==> config.mk <==
export PLATFORM = sky130hd
export DESIGN_NAME = sys_ctrl_host
export DESIGN_NICKNAME = d
export VERILOG_FILES = /design/src/rtl/sys_ctrl_host.sv
export SDC_FILE = /design/constraint.sdc
export NUM_CORES = 1
export LEC_CHECK = 0
export CORE_AREA = 4 4 107 109
export DETAILED_ROUTE_END_ITERATION = 12
export DIE_AREA = 0 0 111 113
export GPL_TIMING_DRIVEN = 0
export PLACE_DENSITY = 0.82
export REMOVE_ABC_BUFFERS = 1
export SLEW_MARGIN = 20
export SYNTH_ARGS = -nofsm -noshare
export SYNTH_HDL_FRONTEND = slang
export SYNTH_SLANG_ARGS = --single-unit
==> constraint.sdc <==
create_clock -name clk -period 2.7 [get_ports clk]
set_clock_uncertainty 0.05 [all_clocks]
set_input_delay 0.54 -clock clk [delete_from_list [all_inputs] [get_ports clk]]
set_output_delay 0.54 -clock clk [all_outputs]
set_load 0.02 [all_outputs]
==> src/rtl/sys_ctrl_host.sv <==
// Host end of the sys_ctrl command link: serialises a command over a UART
// transmitter, then collects the one-byte reply (or times out) and reports it.
module sys_ctrl_host #(
    parameter logic [23:0] TIMEOUT = 24'd1000000
) (
    input  logic        clk,
    input  logic        rst,
    input  logic        req_valid,
    output logic        req_ready,
    input  logic [7:0]  req_op,
    input  logic [15:0] req_addr,
    input  logic [7:0]  req_data,
    output logic        resp_valid,
    output logic [7:0]  resp_data,
    output logic        resp_err,
    output logic        tx_start,
    output logic [7:0]  tx_data,
    input  logic        tx_active,
    input  logic        rx_valid,
    input  logic [7:0]  rx_data,
    output logic [3:0]  state_out
);

    // Handshake: a request transfers on a rising edge where req_valid && req_ready.
    typedef enum logic [3:0] {
        IDLE       = 4'd0,
        TX_LOAD    = 4'd1,
        TX_WAIT_HI = 4'd2,
        TX_WAIT_LO = 4'd3,
        RX_WAIT    = 4'd4,
        RESP       = 4'd5
    } state_t;

    state_t      state;
    logic [7:0]  op_q;
    logic [15:0] addr_q;
    logic [7:0]  data_q;
    logic [2:0]  byte_cnt;
    logic [1:0]  byte_idx;
    logic [23:0] to_cnt;
    logic [7:0]  rx_byte;
    logic        rx_got;

    logic [7:0]  cur_byte;
    logic [2:0]  req_cnt;
    logic        last_byte;
    logic [7:0]  early_byte;

    always_comb begin
        cur_byte = op_q;
        case (byte_idx)
            2'd1:    cur_byte = addr_q[15:8];
            2'd2:    cur_byte = addr_q[7:0];
            2'd3:    cur_byte = data_q;
            default: cur_byte = op_q;
        endcase
        case (req_op)
            8'h02:   req_cnt = 3'd4;
            8'h03:   req_cnt = 3'd3;
            default: req_cnt = 3'd1;
        endcase
        last_byte  = ({1'b0, byte_idx} + 3'd1) == byte_cnt;
        // A reply can land in the same cycle the last byte finishes.
        early_byte = rx_valid ? rx_data : rx_byte;
    end

    assign state_out = state;

    function automatic logic err_of(input logic [7:0] op, input logic [7:0] b);
        return (op == 8'h03) ? 1'b0 : (b != 8'h00);
    endfunction

    always_ff @(posedge clk or negedge rst) begin
        if (!rst) begin
            state      <= IDLE;
            req_ready  <= 1'b1;
            resp_valid <= 1'b0;
            resp_data  <= 8'h00;
            resp_err   <= 1'b0;
            tx_start   <= 1'b0;
            tx_data    <= 8'h00;
            op_q       <= 8'h00;
            addr_q     <= 16'h0000;
            data_q     <= 8'h00;
            byte_cnt   <= 3'd0;
            byte_idx   <= 2'd0;
            to_cnt     <= 24'd0;
            rx_byte    <= 8'h00;
            rx_got     <= 1'b0;
        end else begin
            tx_start   <= 1'b0;
            resp_valid <= 1'b0;
            case (state)
                IDLE: begin
                    rx_got <= 1'b0;
                    if (req_valid && req_ready) begin
                        op_q      <= req_op;
                        addr_q    <= req_addr;
                        data_q    <= req_data;
                        byte_idx  <= 2'd0;
                        to_cnt    <= 24'd0;
                        req_ready <= 1'b0;
                        if (req_op > 8'h05) begin
                            byte_cnt   <= 3'd0;
                            resp_valid <= 1'b1;
                            resp_err   <= 1'b1;
                            resp_data  <= 8'h00;
                            state      <= RESP;
                        end else begin
                            byte_cnt <= req_cnt;
                            state    <= TX_LOAD;
                        end
                    end
                end
                TX_LOAD: begin
                    if (!tx_active) begin
                        tx_data  <= cur_byte;
                        tx_start <= 1'b1;
                        state    <= TX_WAIT_HI;
                    end
                end
                TX_WAIT_HI: begin
                    if (last_byte && rx_valid) begin
                        rx_byte <= rx_data;
                        rx_got  <= 1'b1;
                    end
                    if (tx_active) state <= TX_WAIT_LO;
                end
                TX_WAIT_LO: begin
                    if (last_byte && rx_valid) begin
                        rx_byte <= rx_data;
                        rx_got  <= 1'b1;
                    end
                    if (!tx_active) begin
                        if (!last_byte) begin
                            byte_idx <= byte_idx + 2'd1;
                            state    <= TX_LOAD;
                        end else if (rx_valid || rx_got) begin
                            resp_valid <= 1'b1;
                            resp_data  <= early_byte;
                            resp_err   <= err_of(op_q, early_byte);
                            state      <= RESP;
                        end else begin
                            to_cnt <= 24'd0;
                            state  <= RX_WAIT;
                        end
                    end
                end
                RX_WAIT: begin
                    if (rx_valid) begin
                        resp_valid <= 1'b1;
                        resp_data  <= rx_data;
                        resp_err   <= err_of(op_q, rx_data);
                        state      <= RESP;
                    end else begin
                        if (to_cnt != TIMEOUT) to_cnt <= to_cnt + 24'd1;
                        if (to_cnt == TIMEOUT || (to_cnt + 24'd1) == TIMEOUT) begin
                            resp_valid <= 1'b1;
                            resp_data  <= 8'h00;
                            resp_err   <= 1'b1;
                            state      <= RESP;
                        end
                    end
                end
                RESP: begin
                    req_ready <= 1'b1;
                    state     <= IDLE;
                end
                default: begin
                    state      <= IDLE;
                    req_ready  <= 1'b1;
                    resp_valid <= 1'b0;
                    resp_data  <= 8'h00;
                    resp_err   <= 1'b0;
                    tx_start   <= 1'b0;
                    tx_data    <= 8'h00;
                    op_q       <= 8'h00;
                    addr_q     <= 16'h0000;
                    data_q     <= 8'h00;
                    byte_cnt   <= 3'd0;
                    byte_idx   <= 2'd0;
                    to_cnt     <= 24'd0;
                    rx_byte    <= 8'h00;
                    rx_got     <= 1'b0;
                end
            endcase
        end
    end

endmodule
=== After elaboration in Yosys (flattened, before gate mapping) ===
Index checks and enable logic that the tools add are counted.

* $add $sub $neg: 3
* Order comparisons: 1
* Equal/unequal tests: 28
* Multiplexer cells: 69
* Bitwise logic cells: 7
* Reduce and logical (&&, ||, !) cells: 24

{| class="wikitable"
|+ Operator list
! kind !! number
|-
| $mux W24 || 6
|-
| $mux W8 || 12
|-
| $pmux W24 S4 || 1
|-
| $pmux W8 S2 || 4
|-
| $eq A24 B20 Y1 const B || 2
|-
| $pmux W16 S2 || 1
|-
| $pmux W8 S4 || 1
|-
| $add A24 B1 Y24 const B || 1
|-
| $eq A8 B2 Y1 const B || 3
|-
| $mux W4 || 6
|-
| $ne A24 B20 Y1 const B || 1
|-
| $pmux W8 S3 || 1
|-
| $ne A2 B2 Y1 const B || 11
|-
| $mux W1 || 21
|-
| $pmux W4 S5 || 1
|-
| $mux W16 || 1
|-
| $reduce_bool A8 Y1 || 2
|-
| $reduce_and A7 Y1 || 2
|-
| $mux W3 || 4
|-
| $pmux W3 S2 || 2
|-
| $reduce_or A4 Y1 || 3
|-
| $reduce_and A2 Y1 || 5
|-
| $reduce_or A5 Y1 || 2
|-
| $eq A4 B2 Y1 const B || 2
|-
| other kinds (23) || 37
|}

* Register bits: 94
* Bits of input ports: 45
* Output and inout bits: 24
* Word-level logic and storage cells: 147

=== Longest topological paths before layout ===
* Depth in word-level cells: 7
* Mapped depth: 11
* Depth with buffers taken out: 10

=== Worst setup path after synthesis ===
Ideal clock, no wire load.

* Kind: register to register
* Start: register to_cnt[0]
* End: register resp_data[0]
* Setup time: 125 ps
* Data arrival time: 2632 ps
* Data required time: 2525 ps
* Path slack: -107 ps
* Stages on the path, launching flop included: 10
* Buffers on the path: 1
* Clock period less this slack: 2807 ps
* Path through: dfrtp_1 -> ha_1 -> and3_1 -> clkbuf_1 -> a31oi_1 -> o22a_2 -> or4_4 -> nor4_4 -> o21ai_4 -> mux2_4

* Word-level cells in the longest chain between the ends: 5
* Elaborated cells on any way between the ends: 6
* Those cells by class: 1 x add/sub; 3 x eq/ne; 2 x reduce/logical

{| class="wikitable"
|+ Ends and longest elaborated chain
! what !! line !! source
|-
| start, declared || 40 || <nowiki>logic [23:0] to_cnt;</nowiki>
|-
| start signal, assigned || 156 || <nowiki>if (to_cnt != TIMEOUT) to_cnt <= to_cnt + 24'd1;</nowiki>
|-
| $add A24 B1 Y24 || 157 || <nowiki>if (to_cnt == TIMEOUT || (to_cnt + 24'd1) == TIMEOUT) begin</nowiki>
|-
| $eq A24 B20 Y1 || 157 ||
|-
| $logic_or A1 B1 Y1 (*) || 157 ||
|-
| $ne A3 B3 Y1 (no line) (*) || -- ||
|-
| $reduce_and A7 Y1 (no line) (*) || -- ||
|-
| end signal, assigned || 140 || <nowiki>resp_data <= early_byte;</nowiki>
|-
| end signal, assigned || 152 || <nowiki>resp_data <= rx_data;</nowiki>
|-
| end, declared || 14 || <nowiki>output logic [7:0] resp_data,</nowiki>
|}

Mark *: on every way between the ends. The rest lies on a longest branch, timed or not.
A chain may end at the register's enable or synchronous reset.

=== Worst setup path after layout ===
* Start: register to_cnt[0]
* End: register resp_data[1]

Same word-level chain as after synthesis.

==> impl_metrics.csv <==
group,metric,value,unit
timing,setup_violations,9,
global_route,grt_pass1_vias,4481,
floorplan,fp.coreArea,10600,µm²
critical_path,endpoint,"resp_data[1]$_DFFE_PN0P_",
drt,first_iter_violations,316,
final_layout,fillCellCount,867,
drt,wl_per_cell,17.50,µm
clocking,tritoncts,"built",
floorplan,initial_utilization,48.37,%
timing,fmax,0.3592,GHz
timing,finalHoldViolations,0,
global_route,grt_pass1_wl,22.14,mm
pwr,leakagePower,2.726,nW
synth,ys.warnings.count,0,
synth,synth_ff_type,"dfrtp_1",
timing,period_share,103.1,%
placed_design,routabilityCongestion,0.8965,
outcome,status,"finished with violations",
placed_design,io_buffers,67,
critical_path,cp_cell_sequence,"ha_4 -> nand3_4 -> nor4_4 -> o221ai_1 -> or4_4 -> nor4_4 -> o21ai_4 -> buf_12 -> mux2_4",
final_layout,antenna_cells,0,
floorplan,die-area,12540,µm²
timing,setup_tns,-679.0,ps
critical_path,rr_worst_depth,9,
placed_design,place_area,5839,µm²
hold_path,hold_class,"in2async",
outcome,violations,"negative setup slack",
timing,fin_crit,2784,ps
synth,synth_top_area_cell,"dfrtp_1",
synth,synth_top_family_by_area,"simple AND/OR/NAND/NOR gates",
synth,netlist_top_cells_area,"dfrtp_1, o21ai_0, nand2_1",
synth,synth_seq_cells,93,
critical_path,startpoint,"to_cnt[0]$_DFFE_PN0P_",
synth,syn_area,5129,µm²
synth,ys_seq_area_share,45.40,%
timing,slew-limit-headroom,51.38,%
floorplan,die_h,113,µm
critical_path,criticalPathCategory,"reg2reg",
floorplan,rows,38,
final_layout,final_layout_size_suffix_gt1_share,15.46,%
synth,synth_commonest_cells,"nand2_1, o21ai_0, dfrtp_1",
critical_path,arrival,3000,ps
critical_path,r2r-start,"to_cnt[0]$_DFFE_PN0P_",
clocking,hold_buffers,0,
synth,synth_cell_types,75,
synth,synth_xor_area_share,1.537,%
drt,totalWireLength,13.55,mm
drt,viasPerCell,6.057,
timing,worst_slack,-83.65,ps
synth,avgSynthCellArea,9.029,µm²
final_layout,finalNetCount,681,
timing,rsz0062_at_grt,"yes",
clocking,clk_pin_slew,100,ps
critical_path,crit_cells,9,
drt,first_pass_iters,8,
floorplan,ios,69,
drt,postRouteAntennaNets,0,
floorplan,die-width,111,µm
synth,async_flop_share,100.0,%
critical_path,setup.worst_path.start_class,"flip-flop",
pwr,ir_drop,0.2712,mV
timing,tightest_slew,728.1,ps
synth,yosys-mux-area-fraction,2.854,%
global_route,grt-ovfl-total,0,
drt,vias,4688,
critical_path,required,2910,ps
critical_path,crit_family,"simple AND/OR/NAND/NOR gates",
critical_path,critPathBufInv,1,
final_layout,final_cell_area,6339,µm²
global_route,grt_max_degree,58,
critical_path,endpoint_kind,"flip-flop",
synth,synth-simple-area-share,23.01,%
clocking,cts.sinks,93,
synth,synth_compound_gate_area_share,21.59,%
global_route,grtUsageTotal,21.26,%
flow_run,max_cap_viol_count,0,
clocking,cts_buffer_depth,2,
critical_path,critPathMaxStageDelay,510,ps
critical_path,crit_fanout,9,
critical_path,cp_common_cell,"nor4_4",
timing,maxSlewViolCount,0,
clocking,worstSkewPairLatency,380,ps
synth,yosysMostFrequentCell,"nand2_1",
critical_path,reg2reg_slack,-80,ps
critical_path,r2r_end,"resp_data[1]$_DFFE_PN0P_",
clocking,h-tree-depth,3,
clocking,numCtsBuffers,9,
final_layout,area_growth,23.59,%
synth,synth_edf_count,0,
synth,synth_top_area_share,44.89,%
drt,drc,0,
synth,yosys.area_share.adder,1.464,%
synth,syn_inst,568,
placed_design,dp_hpwl,8.823,mm
pwr,power_density,406.3,nW/µm²
global_route,antenna_found_initial,0,
clocking,cts-root-buf,"clkbuf_8",
pwr,totalPowerFinal,2.575,mW
critical_path,crit_slowest_cell,"or4_4",
==> repair_timing <==
| action | 4_1_cts | 5_1_grt |
|---|---|---|
| setup buffers | 15 | 6 |
| gates resized for setup | 25 | 7 |
| endpoints found under the setup margin | 35 | 25 |
| pin swaps | 6 | 3 |
| cloned | 0 | 1 |
==> registers in the layout, summed over array words and instances, names as in the netlist, 2 cells and up <==
signal	cells
resp_data	8
op_q	8
tx_data	8
data_q	8
to_cnt	24
byte_idx	2
addr_q	16
state_out	3
rx_byte	8
byte_cnt	3
==> worst reg2reg max path, stage by stage (launching register included) <==
cell      delay [ps]
dfrtp_2          450
ha_4             190
nand3_4          130
nor4_4           360
o221ai_1         170
or4_4            510
nor4_4           270
o21ai_4           90
buf_12           160
mux2_4           290
==> cell type report <==
type	count	area [µm²]	share of cell area [%]
multi-input cells	433	2708	42.72
well taps	140	175.2	2.764
clock inverters	6	93.84	1.480
flip-flops and latches	93	2342	36.95
repair buffers	89	880.8	13.90
clock buffers	9	123.9	1.954
inverters	4	15.01	0.2369
==> routing by layer <==
metal	vias up	global-route usage, %	share of wire (%)
li1	2185	-	-
met1	2272	28.31	42
met2	198	34.51	49
met3	33	4.599	6.9
met4	0	7.635	2.2
met5	-	0	0
==> per-stage QoR <==
| stage | std cells | hold WS (ps) | utilization, % | setup WS (ps) |
|---|---|---|---|---|
| after floorplan | 529 | 194.4 | - | -399.0 |
| after global placement | 736 | 413.0 | 54.52 | -2242 |
| after detailed placement | 738 | 424.4 | 55.07 | -1511 |
| after CTS | 768 | 80.60 | 59.17 | 3.711 |
| after global routing | 774 | 88.46 | 59.78 | -145.9 |
| final | 774 | 72.95 | 59.78 | -83.65 |
==> layout by cell type, fill, tap and decap left out, types with 4 or more instances in the layout <==
cell / netlist / final
nand2_1: 116 / 114
o21ai_0: 95 / 94
dfrtp_1: 92 / 81
clkdlybuf4s50_1: 0 / 65
nor2_1: 29 / 27
buf_4: 4 / 20
nand3_1: 20 / 19
a22o_1: 17 / 17
a21oi_1: 14 / 14
dfrtp_2: 0 / 11
a31oi_1: 10 / 10
nand4_1: 9 / 9
mux2_4: 9 / 9
clkbuf_8: 0 / 9
a222oi_1: 8 / 8
nor4_1: 6 / 6
o31ai_1: 6 / 6
nor3_1: 6 / 5
ha_1: 6 / 5
inv_1: 4 / 4
xnor2_1: 5 / 4
xor2_1: 4 / 4
==> report_power, final <==
part	internal [mW]	leakage (nW)	switching (mW)	total [mW]
clock	0.527	0.107	0.531	1.06
combinational	0.0666	1.34	0.0592	0.126
sequential	1.39	1.28	0.000134	1.39
total	1.98	2.73	0.590	2.58
==> cells by family after synthesis <==
kind of cell | Yosys count
flip-flops | 93
buffers and inverters | 43
AO/OA/AOI/OAI | 176
other | 1
adder cells (fa/ha/maj) | 6
multiplexers | 10
XOR/XNOR | 9
AND/OR/NAND/NOR | 230
==> how the worst min path moves through the flow <==
stage	start	end	slack, ps	cells past startpoint
2_1_floorplan	rst	addr_q[0]$_DFFE_PN0P_	190	0
3_3_place_gp	addr_q[2]$_DFFE_PN0P_	addr_q[2]$_DFFE_PN0P_	410	2
3_5_place_dp	data_q[0]$_DFFE_PN0P_	data_q[0]$_DFFE_PN0P_	420	2
4_1_cts	rst	resp_data[0]$_DFFE_PN0P_	80	1
5_1_grt	rst	resp_data[3]$_DFFE_PN0P_	90	1
6_report	rst	to_cnt[7]$_DFFE_PN0P_	70	1
Power figures use the tool's default switching activity.
==> RTL change 1 (config.mk and constraints unchanged) <==
Make the reset (`rst`) synchronous in one clocked block.
--- a/src/rtl/sys_ctrl_host.sv
+++ b/src/rtl/sys_ctrl_host.sv
@@ -72,3 +72,3 @@
 
-    always_ff @(posedge clk or negedge rst) begin
+    always_ff @(posedge clk) begin
         if (!rst) begin
Check against the original RTL: differs if rst is asserted again (counterexample within 4 cycles, from zero or initial values and one cycle with rst low); with rst held inactive, the same outputs for 4 cycles.
==> RTL change 1 against the original RTL <==
Core utilization is 0.083 points higher. First-iteration DRC count up 33%. Setup slack improved by 0.16 ns. Final area rose by 0.14%. Synthesized cell count up 15%. Routed wire length increased by 3.9%. Area after synthesis increased by 1.9%. Sequential cell count stayed put. Critical endpoint is now state_out[0].
Power is not compared: it rests on default switching activity, and its combinational part moved more than twofold at a synthesized area within 25%.
==> RTL change 1: results (changes against the original RTL) <==
| Metric | Value |
|---|---|
| Clock buffers | 12 (was 9) |
| Hold Crit Class | register to register (was input port to async pin) |
| FF-to-FF setup slack | 0.08 ns (was -0.08 ns) |
| Outcome | finished clean (was finished, violations left) |
| Top cells by area, synth | dfxtp_1 (36%), a21boi_0 (8.0%), nand3_1 (6.2%) (was dfrtp_1 (45%), o21ai_0 (9.3%), nand2_1 (8.5%)) |
| Met2 Usage GRT | 36.49% (was 34.51%) |
| Slew Limit Headroom | 56.90% (was 51.38%) |
| Placed Area | 5896 um^2 (was 5839 um^2) |
| Non-clock inverter count in the final layout | 6 (was 4) |
| Reg-to-reg startpoint | to_cnt[0] (unchanged) |
| Vias in the first global route | 4787 (was 4481) |
| Synth top cells by count | dfxtp_1 (93), nand2_1 (74), nand3_1 (65) (was nand2_1 (116), o21ai_0 (95), dfrtp_1 (92)) |
| Max Clock Freq | 381.3 MHz (was 359.2 MHz) |
| ClkCell Share | 3.075% (was 3.435%) |
| Multi-input gate area | 3249 um^2 (was 2708 um^2) |
| WL final | 14080 um (was 13550 um) |
| Share of layout cells above drive strength 1 | 12.02% (was 15.46%) |
| Comb_multi_in | 499 (was 433) |
| Met3 wire len | 825 um (was 940 um) |
| Crit Path Max Fanout | 11 (was 9) |
| Fillers | 911 (was 867) |
| Asr flop ratio synth | 0% (was 100.0%) |
| Area Growth Syn to Fin | 21.45% (was 23.59%) |
| Fin Hold WS | 0.4165 ns (was 0.07295 ns) |
| Distinct cells, synth | 60 (was 75) |
| Met1 usage | 27.32% (was 28.31%) |
| Critical path's largest stage delay | 0.59 ns (was 0.51 ns) |
| Data arrival, critical path | 2.82 ns (was 3.00 ns) |
| Vias/cell | 6.114 (was 6.057) |
| First-pass GRT wire length | 22660 um (was 22140 um) |
| Met3 Usage GRT | 4.011% (was 4.599%) |
| DPL Wire Length | 9365 um (was 8823 um) |
| Dominant synthesized flop cell | dfxtp_1 (was dfrtp_1) |
| Non-clock buffer area fraction after layout | 13.09% (was 13.90%) |
| Total Routing Usage GR | 21.46% (was 21.26%) |
| Worst r2r dst | state_out[0] (was resp_data[1]) |
[RTL change 1: worst max path at each step]
stage	slack, ns	cells after the start	startpoint	end
after floorplan	-0.99	6	state_out[2]	byte_cnt[1]
after CTS	0.007	8	byte_idx[0]	to_cnt[22]
after global routing	-0.03	7	to_cnt[8]	resp_valid
after global placement	-2.30	6	state_out[2]	byte_cnt[1]
after detailed placement	-1.06	7	rx_valid	to_cnt[18]
final	0.08	8	to_cnt[0]	state_out[0]
[RTL change 1: cells by family after synthesis]
| family | count (synthesis) | share of synthesized area (%) |
|---|---|---|
| flip-flops | 93 | 35.62 |
| multiplexers | 10 | 1.915 |
| buffers and inverters | 65 | 5.027 |
| adder cells (fa/ha/maj) | 6 | 1.436 |
| AND/OR/NAND/NOR | 293 | 30.38 |
| AO/OA/AOI/OAI | 179 | 24.20 |
| XOR/XNOR | 8 | 1.341 |
| other | 1 | 0.07175 |
[RTL change 1: worst min-delay path: stages, from the launching register on]
cell	delay, ns
dfxtp_1	0.32
nand2_1	0.05
a21boi_0	0.06
==> RTL change 2 (same flow settings) <==
Without the edit above. Set the parameter `TIMEOUT` to 24'd750000 (it was 24'd1000000).
--- a/src/rtl/sys_ctrl_host.sv
+++ b/src/rtl/sys_ctrl_host.sv
@@ -3,3 +3,3 @@
 module sys_ctrl_host #(
-    parameter logic [23:0] TIMEOUT = 24'd1000000
+    parameter logic [23:0] TIMEOUT = 24'd750000
 ) (
Formal check against the unedited RTL: same outputs for any inputs over 4 cycles, from zero or initial values and one cycle with rst low; that may be too few to reach the edited logic, so the function may still have changed.
==> RTL change 2 against the original RTL <==
Final area shrank 1.8%. Hold slack lost 0.0039 ns. Sequential cell count is the same. Setup slack gained 0.14 ns. Area after synthesis shrank 3.9%. Routed wire length shrank 2.6%. Sequential share of layout area grew 0.70 points. Core utilization shrank 1.1 points.
Power is not compared: it rests on default switching activity, and its combinational part moved more than twofold at a synthesized area within 25%.
==> RTL change 2: results (changes against the original RTL) <==
| Metric | Value |
|---|---|
| Detailed-router iteration count before antenna repair | 5 (was 8) |
| Reg clk slew, reported paths | roughly 0.090 ns |
| Placed Area | 5737 um^2 (was 5839 um^2) |
| Outcome | finished clean (was finished, violations left) |
| Register-to-Register Path Depth | 8 (was 9) |
| Largest net degree at the start of global routing | 61 (was 58) |
| Critical path's largest stage delay | 0.45 ns (was 0.51 ns) |
| Setup-failing EPs final | 0 (was 9) |
| Layout net count | 668 (was 681) |
| Vias in the first global route | 4395 (was 4481) |
| Data arrival, critical path | 2.85 ns (was 3.00 ns) |
| Drt wl/cell | 17.31 um (was 17.50 um) |
| Via count | 4634 (was 4688) |
| Worst slack, placed | -0.8809 ns (was -1.511 ns) |
| Met3 Usage GRT | 4.278% (was 4.599%) |
| Met1 WL | 5558 um (was 5680 um) |
| Slew Limit Headroom | 51.04% (was 51.38%) |
| Share of layout cells above drive strength 1 | 13.83% (was 15.46%) |
| DPL Wire Length | 8773 um (was 8823 um) |
| Post-route setup slack | 0.05514 ns (was -0.08365 ns) |
| CTS root buffer | clkbuf_8 (unchanged) |
| Wire length on met2 | 6514 um (was 6625 um) |
| Distinct cells, synth | 57 (was 75) |
| Clk_lat worst skew | between 0.3 and 0.4 ns |
| Max VDD drop | roughly 500 uV |
| Asr flop ratio synth | 100.0% (unchanged) |
| First-pass GRT wire length | 21110 um (was 22140 um) |
| Leakage | 2.488 nW |
| Crit Path Max Fanout | 7 (was 9) |
| Seq/Total Area, Yosys | 47.26% (was 45.40%) |
| Initial antenna violation count | 0 (unchanged) |
| Met3 wire len | 907 um (was 940 um) |
| Met1 usage | 26.49% (was 28.31%) |
| Antenna diode count | 0 (unchanged) |
| Worst r2r dst | resp_data[7] (was resp_data[1]) |
| DRT iter0 DRCs | 323 (was 316) |
| Critical path type | register to register (unchanged) |
| Gp weighted congestion | 0.8418 (was 0.8965) |
| Total Routing Usage GR | 20.25% (was 21.26%) |
| Met2 Usage GRT | 34.51% (unchanged) |
| Crit path launch | to_cnt[15] (was to_cnt[0]) |
| # H-tree levels | 3 (unchanged) |
| Top cells by area, synth | dfrtp_1 (47%), o21ai_0 (9.4%), nand2_1 (8.2%) (was dfrtp_1 (45%), o21ai_0 (9.3%), nand2_1 (8.5%)) |
| Slowest cell on the critical path | dfrtp_2 (was or4_4) |
| Synth top cells by count | nand2_1 (108), o21ai_0 (93), dfrtp_1 (92) (was nand2_1 (116), o21ai_0 (95), dfrtp_1 (92)) |
RTL change 2: changes by cell type in the layout (fill, tap and decap cells not counted), moves of 3 or more:
cell     change
nor3b_1      -3
and3_1       +3
buf_6        +4
inv_1        +4
nand4_4      -3
buf_4       -10
o41ai_1      +3
nand4_1      +4
and2_1       -3
nand2_1      -7
a31oi_1      -4
nand3_4      -3
RTL change 2: what timing repair did:
item                                    CTS  global route
resized for setup                        13            35
gates cloned                              0             1
pin swaps                                 4             8
endpoints found under the setup margin   35            23
setup buffers                             8             2
RTL change 2: metrics by stage:
step | total power [mW] | hold slack [ns] | instances | util [%]
after floorplan | 3.164 | 0.1944 | 522 | -
after global placement | 3.843 | 0.4108 | 729 | 53.07
after detailed placement | 3.993 | 0.4204 | 735 | 54.11
after CTS | 5.002 | 0.08583 | 759 | 57.06
after global routing | 5.398 | 0.09314 | 762 | 58.70
final | 5.093 | 0.06901 | 762 | 58.70
RTL change 2: power by group:
part,internal [mW],switching [mW],total (mW)
registers,1.76,0.348,2.11
logic,0.894,1.13,2.02
clock network,0.439,0.524,0.962
total,3.09,2.00,5.09
RTL change 2: area by class of cell:
cell class	instances	area [um^2]
clock buffer	10	127.6
clock inverter	6	71.32
fill	901	4379
inverter	8	30.03
multi-input combinational	422	2618
sequential	93	2344
tap	140	175.2
timing repair buffer	83	858.3
RTL change 2: logic make-up after synthesis:
| family | synth area share (%) |
|---|---|
| AO/OA/AOI/OAI | 22.73 |
| XOR/XNOR | 1.244 |
| adder cells (fa/ha/maj) | 1.524 |
| buffers and inverters | 3.581 |
| flip-flops | 47.26 |
| multiplexers | 2.057 |
| other | 0.07611 |
| AND/OR/NAND/NOR | 21.53 |
